===== src/rtl/instruction_fetcher_pkg.sv =====
// Shared definitions for the instruction fetcher: opcode constants, the
// fetch FSM state encoding, the queue entry layout and the static
// next-PC predictor used when an instruction is accepted from the cache.
package instruction_fetcher_pkg;

    localparam logic [6:0] OPC_JAL    = 7'b1101111;
    localparam logic [6:0] OPC_BRANCH = 7'b1100011;
    localparam logic [6:0] OPC_JALR   = 7'b1100111;

    typedef enum logic {
        ST_IDLE = 1'b0,   // no outstanding request
        ST_WAIT = 1'b1    // request to cache outstanding at pc
    } fetch_state_e;

    typedef struct packed {
        logic [31:0] inst;
        logic [31:0] pc;
        logic [31:0] pred_pc;
    } iq_entry_t;

    localparam int IQ_ENTRY_W = $bits(iq_entry_t);

    // Static prediction: JAL always taken, backward branches taken,
    // forward branches and everything else (JALR included) fall through.
    function automatic logic [31:0] predict_next_pc(input logic [31:0] inst,
                                                    input logic [31:0] pc);
        logic [31:0] j_imm;
        logic [31:0] b_imm;
        j_imm = {{12{inst[31]}}, inst[19:12], inst[20], inst[30:21], 1'b0};
        b_imm = {{20{inst[31]}}, inst[7], inst[30:25], inst[11:8], 1'b0};
        predict_next_pc = pc + 32'd4;
        case (inst[6:0])
            OPC_JAL:    predict_next_pc = pc + j_imm;
            OPC_BRANCH: if (b_imm[31]) predict_next_pc = pc + b_imm;
            OPC_JALR:   predict_next_pc = pc + 32'd4; // target is register-dependent
            default:    ;
        endcase
    endfunction

endpackage


===== src/rtl/instruction_fetcher_if.sv =====
// Bus bundle between the instruction fetcher and its environment
// (instruction cache, reorder buffer redirect, decoder queue port).
//   RoB_clear/RoB_pc      : flush and redirect target
//   i_waiting/i_addr      : fetch request to the cache
//   i_result/i_m_ready    : cache response; i_m_ready may rise in the same
//                           cycle as i_waiting
//   iq_empty/iq_inst/iq_pc/iq_pred_pc/iq_pop : queue head to the decoder
// Handshake: a fetch completes in every rising edge at which i_waiting=1 and
// i_m_ready=1 (with rdy_in=1 and no RoB_clear); the head entry is consumed
// at every rising edge where iq_pop=1 and iq_empty=0.
// master = fetcher side, slave = environment side.
interface instruction_fetcher_if;
    logic        RoB_clear;
    logic [31:0] RoB_pc;
    logic        i_waiting;
    logic [31:0] i_addr;
    logic [31:0] i_result;
    logic        i_m_ready;
    logic        iq_empty;
    logic [31:0] iq_inst;
    logic [31:0] iq_pc;
    logic [31:0] iq_pred_pc;
    logic        iq_pop;

    modport master (
        input  RoB_clear, RoB_pc, i_result, i_m_ready, iq_pop,
        output i_waiting, i_addr, iq_empty, iq_inst, iq_pc, iq_pred_pc
    );

    modport slave (
        output RoB_clear, RoB_pc, i_result, i_m_ready, iq_pop,
        input  i_waiting, i_addr, iq_empty, iq_inst, iq_pc, iq_pred_pc
    );
endinterface


===== src/rtl/instruction_fetcher_inst_queue.sv =====
// inst_queue: circular FIFO of 2^DEPTH_BIT entries with synchronous clear.
// Ports: clk_in/rst_in (async active-low), en_i (global ready, freezes all
// state when low), clear_i (empties the queue, wins over push/pop), push_i,
// pop_i, din_i, dout_o (head entry, zero when empty), full_o, empty_o,
// count_o (DEPTH_BIT+1 bits so full and empty are distinguishable).
module inst_queue #(
    parameter int DEPTH_BIT = 2,
    parameter int WIDTH     = 96
) (
    input  logic                 clk_in,
    input  logic                 rst_in,
    input  logic                 en_i,
    input  logic                 clear_i,
    input  logic                 push_i,
    input  logic                 pop_i,
    input  logic [WIDTH-1:0]     din_i,
    output logic [WIDTH-1:0]     dout_o,
    output logic                 full_o,
    output logic                 empty_o,
    output logic [DEPTH_BIT:0]   count_o
);
    localparam int DEPTH = 1 << DEPTH_BIT;
    localparam logic [DEPTH_BIT:0] DEPTH_CNT = (DEPTH_BIT + 1)'(DEPTH);

    logic [WIDTH-1:0]     mem_q [DEPTH];
    logic [DEPTH_BIT-1:0] head_q, head_d, tail_q, tail_d;
    logic [DEPTH_BIT:0]   count_q, count_d;
    logic                 push_ok, pop_ok;

    assign full_o  = (count_q == DEPTH_CNT);
    assign empty_o = (count_q == '0);
    assign count_o = count_q;
    // Zero when empty so stale storage never leaks onto the head outputs.
    assign dout_o  = empty_o ? '0 : mem_q[head_q];

    assign push_ok = en_i && !clear_i && push_i && !full_o;
    assign pop_ok  = en_i && !clear_i && pop_i && !empty_o;

    always_comb begin
        head_d  = head_q;
        tail_d  = tail_q;
        count_d = count_q;
        if (en_i && clear_i) begin
            head_d  = '0;
            tail_d  = '0;
            count_d = '0;
        end else begin
            if (push_ok) tail_d = tail_q + 1'b1;
            if (pop_ok)  head_d = head_q + 1'b1;
            count_d = count_q + {{DEPTH_BIT{1'b0}}, push_ok}
                              - {{DEPTH_BIT{1'b0}}, pop_ok};
        end
    end

    always_ff @(posedge clk_in or negedge rst_in) begin
        if (!rst_in) begin
            head_q  <= '0;
            tail_q  <= '0;
            count_q <= '0;
        end else begin
            head_q  <= head_d;
            tail_q  <= tail_d;
            count_q <= count_d;
        end
    end

    always_ff @(posedge clk_in) begin
        if (push_ok) mem_q[tail_q] <= din_i;
    end
endmodule


===== src/rtl/instruction_fetcher.sv =====
// instruction_fetcher: issues sequential/predicted fetch requests to the
// instruction cache and buffers returned instructions with their PC and
// predicted next PC in an inst_queue for the decoder.
// Ports: clk_in, rst_in (async active-low), rdy_in (low freezes everything),
// bus (instruction_fetcher_if.master: redirect, cache and queue-head
// signals), dbg_state_o (current fetch FSM state).
module instruction_fetcher
    import instruction_fetcher_pkg::*;
#(
    parameter int          IQ_DEPTH_BIT = 2,
    parameter logic [31:0] RESET_PC     = 32'h0
) (
    input  logic                   clk_in,
    input  logic                   rst_in,
    input  logic                   rdy_in,
    instruction_fetcher_if.master  bus,
    output fetch_state_e           dbg_state_o
);
    localparam logic [IQ_DEPTH_BIT:0] DEPTH_CNT = (IQ_DEPTH_BIT + 1)'(1 << IQ_DEPTH_BIT);

    fetch_state_e          state_q, state_d;
    logic [31:0]           pc_q, pc_d;
    logic [31:0]           pred_pc;
    logic                  accept, pop_hit;
    logic                  q_full, q_empty;
    logic [IQ_DEPTH_BIT:0] q_count, post_count;
    iq_entry_t             push_entry, head_entry;

    assign pred_pc = predict_next_pc(bus.i_result, pc_q);

    // In WAIT the queue is never full, so the extra full term only matters
    // as a guard: no request is ever shown while there is no room.
    assign bus.i_waiting = (state_q == ST_WAIT) && !q_full;
    assign bus.i_addr    = pc_q;
    assign dbg_state_o   = state_q;

    assign accept  = rdy_in && !bus.RoB_clear && bus.i_waiting && bus.i_m_ready;
    assign pop_hit = rdy_in && !bus.RoB_clear && bus.iq_pop && !q_empty;
    // Occupancy after this edge if the current response is accepted.
    assign post_count = q_count + {{IQ_DEPTH_BIT{1'b0}}, 1'b1}
                                - {{IQ_DEPTH_BIT{1'b0}}, pop_hit};

    assign push_entry = '{inst: bus.i_result, pc: pc_q, pred_pc: pred_pc};

    always_comb begin
        state_d = state_q;
        pc_d    = pc_q;
        if (rdy_in) begin
            if (bus.RoB_clear) begin
                state_d = ST_IDLE;
                pc_d    = bus.RoB_pc;
            end else begin
                case (state_q)
                    ST_IDLE: if (!q_full) state_d = ST_WAIT;
                    ST_WAIT: if (accept) begin
                        pc_d    = pred_pc;
                        state_d = (post_count < DEPTH_CNT) ? ST_WAIT : ST_IDLE;
                    end
                    default: state_d = ST_IDLE;
                endcase
            end
        end
    end

    always_ff @(posedge clk_in or negedge rst_in) begin
        if (!rst_in) begin
            state_q <= ST_IDLE;
            pc_q    <= RESET_PC;
        end else begin
            state_q <= state_d;
            pc_q    <= pc_d;
        end
    end

    inst_queue #(
        .DEPTH_BIT (IQ_DEPTH_BIT),
        .WIDTH     (IQ_ENTRY_W)
    ) u_inst_queue (
        .clk_in  (clk_in),
        .rst_in  (rst_in),
        .en_i    (rdy_in),
        .clear_i (bus.RoB_clear),
        .push_i  (accept),
        .pop_i   (bus.iq_pop),
        .din_i   (push_entry),
        .dout_o  (head_entry),
        .full_o  (q_full),
        .empty_o (q_empty),
        .count_o (q_count)
    );

    assign bus.iq_empty   = q_empty;
    assign bus.iq_inst    = head_entry.inst;
    assign bus.iq_pc      = head_entry.pc;
    assign bus.iq_pred_pc = head_entry.pred_pc;
endmodule


===== src/flat_wrapper.sv =====
// flat-port wrapper written by rule: the top's interface ports become plain ports
module instruction_fetcher_flat import instruction_fetcher_pkg::*;
#(
    parameter int          IQ_DEPTH_BIT = 2,
    parameter logic [31:0] RESET_PC     = 32'h0
)
  (clk_in, rst_in, rdy_in, dbg_state_o, bus_RoB_clear, bus_RoB_pc, bus_i_result, bus_i_m_ready, bus_iq_pop, bus_i_waiting, bus_i_addr, bus_iq_empty, bus_iq_inst, bus_iq_pc, bus_iq_pred_pc);
  instruction_fetcher_if bus_i ();
  input  logic clk_in;
  input  logic rst_in;
  input  logic rdy_in;
  output fetch_state_e dbg_state_o;
  input wire logic [$bits(bus_i.RoB_clear)-1:0] bus_RoB_clear;
  input wire logic [$bits(bus_i.RoB_pc)-1:0] bus_RoB_pc;
  input wire logic [$bits(bus_i.i_result)-1:0] bus_i_result;
  input wire logic [$bits(bus_i.i_m_ready)-1:0] bus_i_m_ready;
  input wire logic [$bits(bus_i.iq_pop)-1:0] bus_iq_pop;
  output wire logic [$bits(bus_i.i_waiting)-1:0] bus_i_waiting;
  output wire logic [$bits(bus_i.i_addr)-1:0] bus_i_addr;
  output wire logic [$bits(bus_i.iq_empty)-1:0] bus_iq_empty;
  output wire logic [$bits(bus_i.iq_inst)-1:0] bus_iq_inst;
  output wire logic [$bits(bus_i.iq_pc)-1:0] bus_iq_pc;
  output wire logic [$bits(bus_i.iq_pred_pc)-1:0] bus_iq_pred_pc;
  assign bus_i.RoB_clear = bus_RoB_clear;
  assign bus_i.RoB_pc = bus_RoB_pc;
  assign bus_i.i_result = bus_i_result;
  assign bus_i.i_m_ready = bus_i_m_ready;
  assign bus_i.iq_pop = bus_iq_pop;
  assign bus_i_waiting = bus_i.i_waiting;
  assign bus_i_addr = bus_i.i_addr;
  assign bus_iq_empty = bus_i.iq_empty;
  assign bus_iq_inst = bus_i.iq_inst;
  assign bus_iq_pc = bus_i.iq_pc;
  assign bus_iq_pred_pc = bus_i.iq_pred_pc;
  instruction_fetcher #(.IQ_DEPTH_BIT(IQ_DEPTH_BIT), .RESET_PC(RESET_PC)) u_core (.clk_in(clk_in), .rst_in(rst_in), .rdy_in(rdy_in), .bus(bus_i), .dbg_state_o(dbg_state_o));
endmodule

===== config.mk =====
export PLATFORM = sky130hd
export DESIGN_NAME = instruction_fetcher_flat
export DESIGN_NICKNAME = d
export VERILOG_FILES = /design/src/rtl/instruction_fetcher_pkg.sv /design/src/rtl/instruction_fetcher_if.sv /design/src/rtl/instruction_fetcher_inst_queue.sv /design/src/rtl/instruction_fetcher.sv /design/src/flat_wrapper.sv
export SDC_FILE = /design/constraint.sdc
export NUM_CORES = 1
export LEC_CHECK = 0
export ABC_AREA = 1
export BUFFER_PORTS_ARGS = -buffer_cell sky130_fd_sc_hd__buf_2
export CORE_MARGIN = 5
export CORE_UTILIZATION = 40
export CTS_BUF_LIST = sky130_fd_sc_hd__clkbuf_8 sky130_fd_sc_hd__clkbuf_16
export CTS_CLUSTER_DIAMETER = 30
export DETAILED_ROUTE_END_ITERATION = 8
export SETUP_SLACK_MARGIN = 0.02
export SLEW_MARGIN = 20
export SYNTH_ARGS = -nofsm -noshare
export SYNTH_HDL_FRONTEND = slang
export SYNTH_SLANG_ARGS = --single-unit

===== constraint.sdc =====
create_clock -name clk_in -period 5 [get_ports clk_in]
set_input_delay 0.5 -clock clk_in [delete_from_list [all_inputs] [get_ports clk_in]]
set_output_delay 0.5 -clock clk_in [all_outputs]
set_load 0.005 [all_outputs]

## Yosys cells after proc, flatten, opt, wreduce, memory -nomap -nowiden

Memory sizes are Yosys's and may differ from the RTL's.
Cells that the tools add are included.

| word-level totals | value |
|---|---|
| bits in registers | 40 |
| output and inout bits | 131 |
| memories | 1 |
| input bits | 70 |
| logic and storage cells | 56 |
| RAM bits | 384 |

| cells by class | value |
|---|---|
| muxes and demuxes | 18 |
| bitwise operators | 1 |
| $lt $le $gt $ge | 1 |
| $add $sub $neg | 9 |
| equal/unequal tests | 3 |
| reductions and logical operators | 18 |

Memory list:

| memory | words | bits a word | rd ports | clocked after Yosys merged registers in | wr ports | line | text |
|---|---|---|---|---|---|---|---|
| u_core.u_inst_queue.mem_q | 4 | 96 | 1 | 0 | 1 | instruction_fetcher_inst_queue.sv:25 | `logic [WIDTH-1:0] mem_q [DEPTH];` |

Operator list:

| operator | number |
|---|---|
| two-way mux 32 bit | 4 |
| two-way mux 96 bit | 1 |
| adder 32 bit | 2 |
| one-hot mux 32 bit (2 select lines) | 1 |
| adder 32 x 3 -> 32 bit, second input constant | 1 |
| == test 7 bit, second input constant | 2 |
| logical AND 1 bit | 9 |
| two-way mux 2 bit | 4 |
| nonzero test 2 bit | 4 |
| two-way mux 1 bit | 6 |
| subtractor 3 x 1 -> 3 bit | 2 |
| adder 2 x 1 -> 2 bit, second input constant | 2 |
| adder 3 x 1 -> 3 bit | 1 |
| adder 3 x 1 -> 3 bit, second input constant | 1 |
| == test 3 bit, second input constant | 1 |
| logical NOT 1 bit | 3 |
| logical NOT 3 bit | 1 |
| less-than comparator 3 bit, second input constant | 1 |
| two-way mux 3 bit | 1 |
| AND reduction 3 bit | 1 |
| one-hot mux 1 bit (2 select lines) | 1 |
| NOT 1 bit | 1 |

## Longest topological paths before layout

| logic depth | value |
|---|---|
| depth after elaboration | 10 |
| gate-level depth with buffers | 17 |
| mapped depth without buffers | 17 |

## Modules after synthesis

From an unflattened synthesis, not the netlist that was laid out.

| unflattened totals | value |
|---|---|
| cells, all modules | 2898 |
| area total of the unflattened synthesis | 23653.9 µm² |

Modules (own cells, without submodules):

| module | times used | seq. area each (µm²) | cells an instance | area an instance (µm²) |
|---|---|---|---|---|
| inst_queue | 1 | 11706.2 | 1487 | 16374.5 |
| instruction_fetcher | 1 | 825.8 | 1411 | 7279.5 |

## Worst setup path before layout

Ideal clock, no wire load.

| timing path | value |
|---|---|
| kind | input-to-reg |
| from | input port bus_RoB_clear |
| to | memory u_core.u_inst_queue.mem_q[0][10] (enable) |
| data required time | 4.450 ns |
| buffers on the path | 1 |
| slack | -0.590 ns |
| data arrival time | 5.040 ns |
| stages | 6 |
| cells stage by stage | inv_1 nand2_1 inv_1 nand3_2 clkbuf_1 nor2_1 |

| on the way | value |
|---|---|
| cells in the longest elaborated chain, start to end | 8 |

Ends and longest elaborated chain:

| item | line | text |
|---|---|---|
| from (decl) | flat_wrapper.sv:13 | `input wire logic [$bits(bus_i.RoB_clear)-1:0] bus_RoB_clear;` |
| logical NOT 1 bit (*) | instruction_fetcher_inst_queue.sv:36, instruction_fetcher.sv:37 |  |
| logical AND 1 bit (*) | instruction_fetcher_inst_queue.sv:36, instruction_fetcher.sv:37 |  |
| logical AND 1 bit (2 in series) | instruction_fetcher.sv:37 | `assign accept = rdy_in && !bus.RoB_clear && bus.i_waiting && bus.i_m_ready;` |
| logical AND 1 bit (*) (2 in series) | instruction_fetcher_inst_queue.sv:36 | `assign push_ok = en_i && !clear_i && push_i && !full_o;` |
| two-way mux 1 bit (*) | instruction_fetcher_inst_queue.sv:68 | `if (push_ok) mem_q[tail_q] <= din_i;` |
| two-way mux 1 bit (implied by the code) (*) | instruction_fetcher_inst_queue.sv:68 |  |
| to (decl) | instruction_fetcher_inst_queue.sv:25 |  |

Mark *: on every way between the ends. The rest lies on a longest branch, timed or not.

## Final worst setup path

| timing path | value |
|---|---|
| from | register u_core.u_inst_queue.head_q[0] |
| to | output port bus_iq_pred_pc[30] |

| on the way | value |
|---|---|
| cells in the longest elaborated chain, start to end | 2 |

Ends and longest elaborated chain:

| item | line | text |
|---|---|---|
| from (decl) | instruction_fetcher_inst_queue.sv:26 | `logic [DEPTH_BIT-1:0] head_q, head_d, tail_q, tail_d;` |
| from (signal assigned) | instruction_fetcher_inst_queue.sv:57 | `head_q <= '0;` |
| from (signal assigned) | instruction_fetcher_inst_queue.sv:61 | `head_q <= head_d;` |
| memory (4 x 96 bit) | n/a |  |
| two-way mux 96 bit | instruction_fetcher_inst_queue.sv:34 | `assign dout_o = empty_o ? '0 : mem_q[head_q];` |
| to (decl) | flat_wrapper.sv:23 | `output wire logic [$bits(bus_i.iq_pred_pc)-1:0] bus_iq_pred_pc;` |

No other way between the ends.

==> out/results.ini <==
[run]
cap_violations=0

[finish]
nets=2916
drive_gt1_share_pct=15.3
num-fill-cells=5201
area_delta_synth_final_pct=20.4

[floorplan]
core.rowCount=86
start_util_pct=40.4
fp.dieH_um=246
die_area_sq_mm=0.0606
io-pin-count=201
core_sq_mm=0.0552
fp.dieW_um=246

[timing]
worst_slack_ns=1.07
setup_violations=0
finalMaxSlewViolations=0
max_freq_ghz=0.254
worstMarginPinSlew_ns=1.06
fin_crit_ns=3.93
hold_viol=0
relSlewSlack_pct=29.5
rsz0062_at_grt=no
fin_tns_setup_ns=0
fin_crit_sh_pct=78.7
worst_clock_skew_ns=0.0212

[logic_synthesis]
syn_area_sq_mm=0.0223
synthArstFlopShare_pct=9.52
netlist_top_cells_count=nand2_1, nor2_1, edfxtp_1
synth_top_area_cell=edfxtp_1
synth.most_common_cell=nand2_1
synth_area_leaders=edfxtp_1, nand2_1, nor2_1, o21ai_0, dfrtp_1
synth-main-ff-cell=edfxtp_1
synth.avg_cell_area_sq_um=8.63
ys_seq_area_share_pct=55.6
ys_warn_count=0
synth_cell_type_count=45
synth_nets=2710
synth_edf_count=380
synth_top_area_share_pct=51.1
ys_ff_latch=420
syn_inst=2587

[placed_design]
post-place-ws_ns=1.54
place.port_buffers=200
post-dp-hpwl_um=52300
place_congestion=0.967

[clocking]
cts-root-buf=clkbuf_16
clock_latency_ns=0.60
clkSinkCount=420
cts_resized=0
h-tree-depth=3
clockBufferDepth=3
tritoncts=yes
numCtsBuffers=82
clk_pin_slew_ns=0.04

[pwr]
p_int_mw=8.92
leakagePower_nw=11.4
peakVddDrop_v=0.000251
p_seq_share_pct=32.9
p_sw_share_pct=35.5
p_comb_share_pct=28.7
p_switching_mw=4.91
pwr_density_cell_mw_per_mm2=514
finalPower_mw=13.8
power_frac_clock_pct=38.4

[hold_path]
hold_class=in2reg

[route]
ant_nets=0
vias=18756
wl_um=74200
drtIter0Drc=1520
wl_per_cell_um=20.6
first_pass_iters=5
via_per_inst=5.20
drc=0

[status]
outcome=finished, final reports clean

[global_route]
grt_pass1_vias=17956
globalRouteOverflowTotal=0
grt_max_degree=104
grt_pass1_wl_um=111000
track_usage_pct=23.9
antenna_found_initial=3

[critical_path]
worstPathMaxFanout=83
crit_path_start_kind=flip-flop
cp_data_arrival_time_ns=3.43
required_ns=4.50
path_class=reg2out
end_kind=output pin

==> area by class of cell <==
| cell class | count | area, sq um | share of cell area (%) |
|---|---|---|---|
| antenna | 1 | 2.50 | 0.00931 |
| clock buffer | 85 | 2100 | 7.83 |
| clock inverter | 65 | 643 | 2.39 |
| inverter | 244 | 920 | 3.42 |
| multi-input combinational | 1822 | 8620 | 32.1 |
| sequential | 420 | 12400 | 46.2 |
| tap | 748 | 936 | 3.48 |
| timing repair buffer | 223 | 1230 | 4.56 |
==> sequential cells by signal, indices dropped and copies added (netlist names) <==
name                         cells
u_core.u_inst_queue.head_q       2
u_core.u_inst_queue.count_o      3
u_core.u_inst_queue.mem_q      380
u_core.u_inst_queue.tail_q       2
u_core.dbg_state_o               1
u_core.bus.i_addr               32
==> path summary, 6_finish.rpt <==
path	from	end	slack [ns]	cells past startpoint
min	bus_RoB_pc[0]	u_core.bus.i_addr[0]	0.1	3
max in group asynchronous	rst_in	u_core.u_inst_queue.head_q[1]	4.01	3
min reg2reg	u_core.dbg_state_o	u_core.dbg_state_o	0.60	2
min in group asynchronous	rst_in	u_core.bus.i_addr[24]	0.53	3
max reg2reg	u_core.u_inst_queue.count_o[1]	u_core.bus.i_addr[3]	1.86	7
max	u_core.u_inst_queue.head_q[0]	bus_iq_pred_pc[30]	1.07	6
==> stage by stage <==
stage | hold WS (ns) | instance area, sq um | instances | util (%)
after floorplan | 0.204 | 22300 | 2587 | -
after global placement | 0.583 | 24100 | 3456 | 43.7
after detailed placement | 0.587 | 24100 | 3456 | 43.7
after CTS | 0.0658 | 26900 | 3607 | 48.7
after global routing | 0.0987 | 26900 | 3607 | 48.7
final | 0.0956 | 26900 | 3608 | 48.7
==> worst max-delay path, cell delays in order (launching register included) <==
cell	delay (ns)
dfrtp_4	0.91
buf_4	0.85
nor2_1	0.11
nor2_1	0.11
o21ai_0	0.10
a21oi_1	0.38
buf_2	0.19
==> logic make-up (layout without fill, tap and decap cells) <==
family | after synthesis | in the layout | share of synthesized area [%]
other | 0 | 1 | 0
AOI/OAI and AO/OA | 423 | 423 | 9.87
buffers and inverters | 345 | 617 | 5.96
adders and majority gates | 53 | 53 | 3.07
and+or+nand+nor | 1327 | 1327 | 24.7
DFF | 420 | 420 | 55.6
xor gates and xnor gates | 19 | 19 | 0.746
==> power groups by stage <==
stage	registers (mW)	clock network [mW]	logic [mW]
floorplan	4.35	0	2.41
global placement	4.58	0	3.92
detailed placement	4.59	0	3.95
CTS	4.53	5.39	3.98
global route	4.55	5.57	4.41
finish	4.54	5.31	3.96
==> repair_timing <==
item / in CTS / in global routing
buffers inserted: 0 / 0
hold endpoints to repair: 37 / 0
hold buffers: 1 / 0
setup endpoints to repair: 0 / 0
==> cells in the final DEF, fill, tap and decap left out, types with 13 or more instances in the layout <==
cell type    n
o21ai_0    231
a21oi_1    150
nor3_1      18
clkinv_2    15
nor2_1     499
nand2_1    575
nand3_1    142
nand2_2     15
inv_1      236
clkbuf_16   83
ha_1        50
edfxtp_1   380
buf_2      200
buf_4       18
xor2_1      14
o21ai_1     13
nand4_1     23
inv_2       17
dfrtp_1     38
==> layer usage <==
layer | wire (um) | track usage, % | share of wire, % | vias up
met1 | 33500 | 34.0 | 45 | 8970
li1 | - | - | - | 9078
met2 | 34200 | 38.3 | 46 | 599
met5 | 13 | 0 | 0.018 | -
met3 | 4660 | 3.53 | 6.3 | 107
met4 | 1920 | 7.30 | 2.6 | 2
No activity file was read; power rests on OpenSTA's default activity.
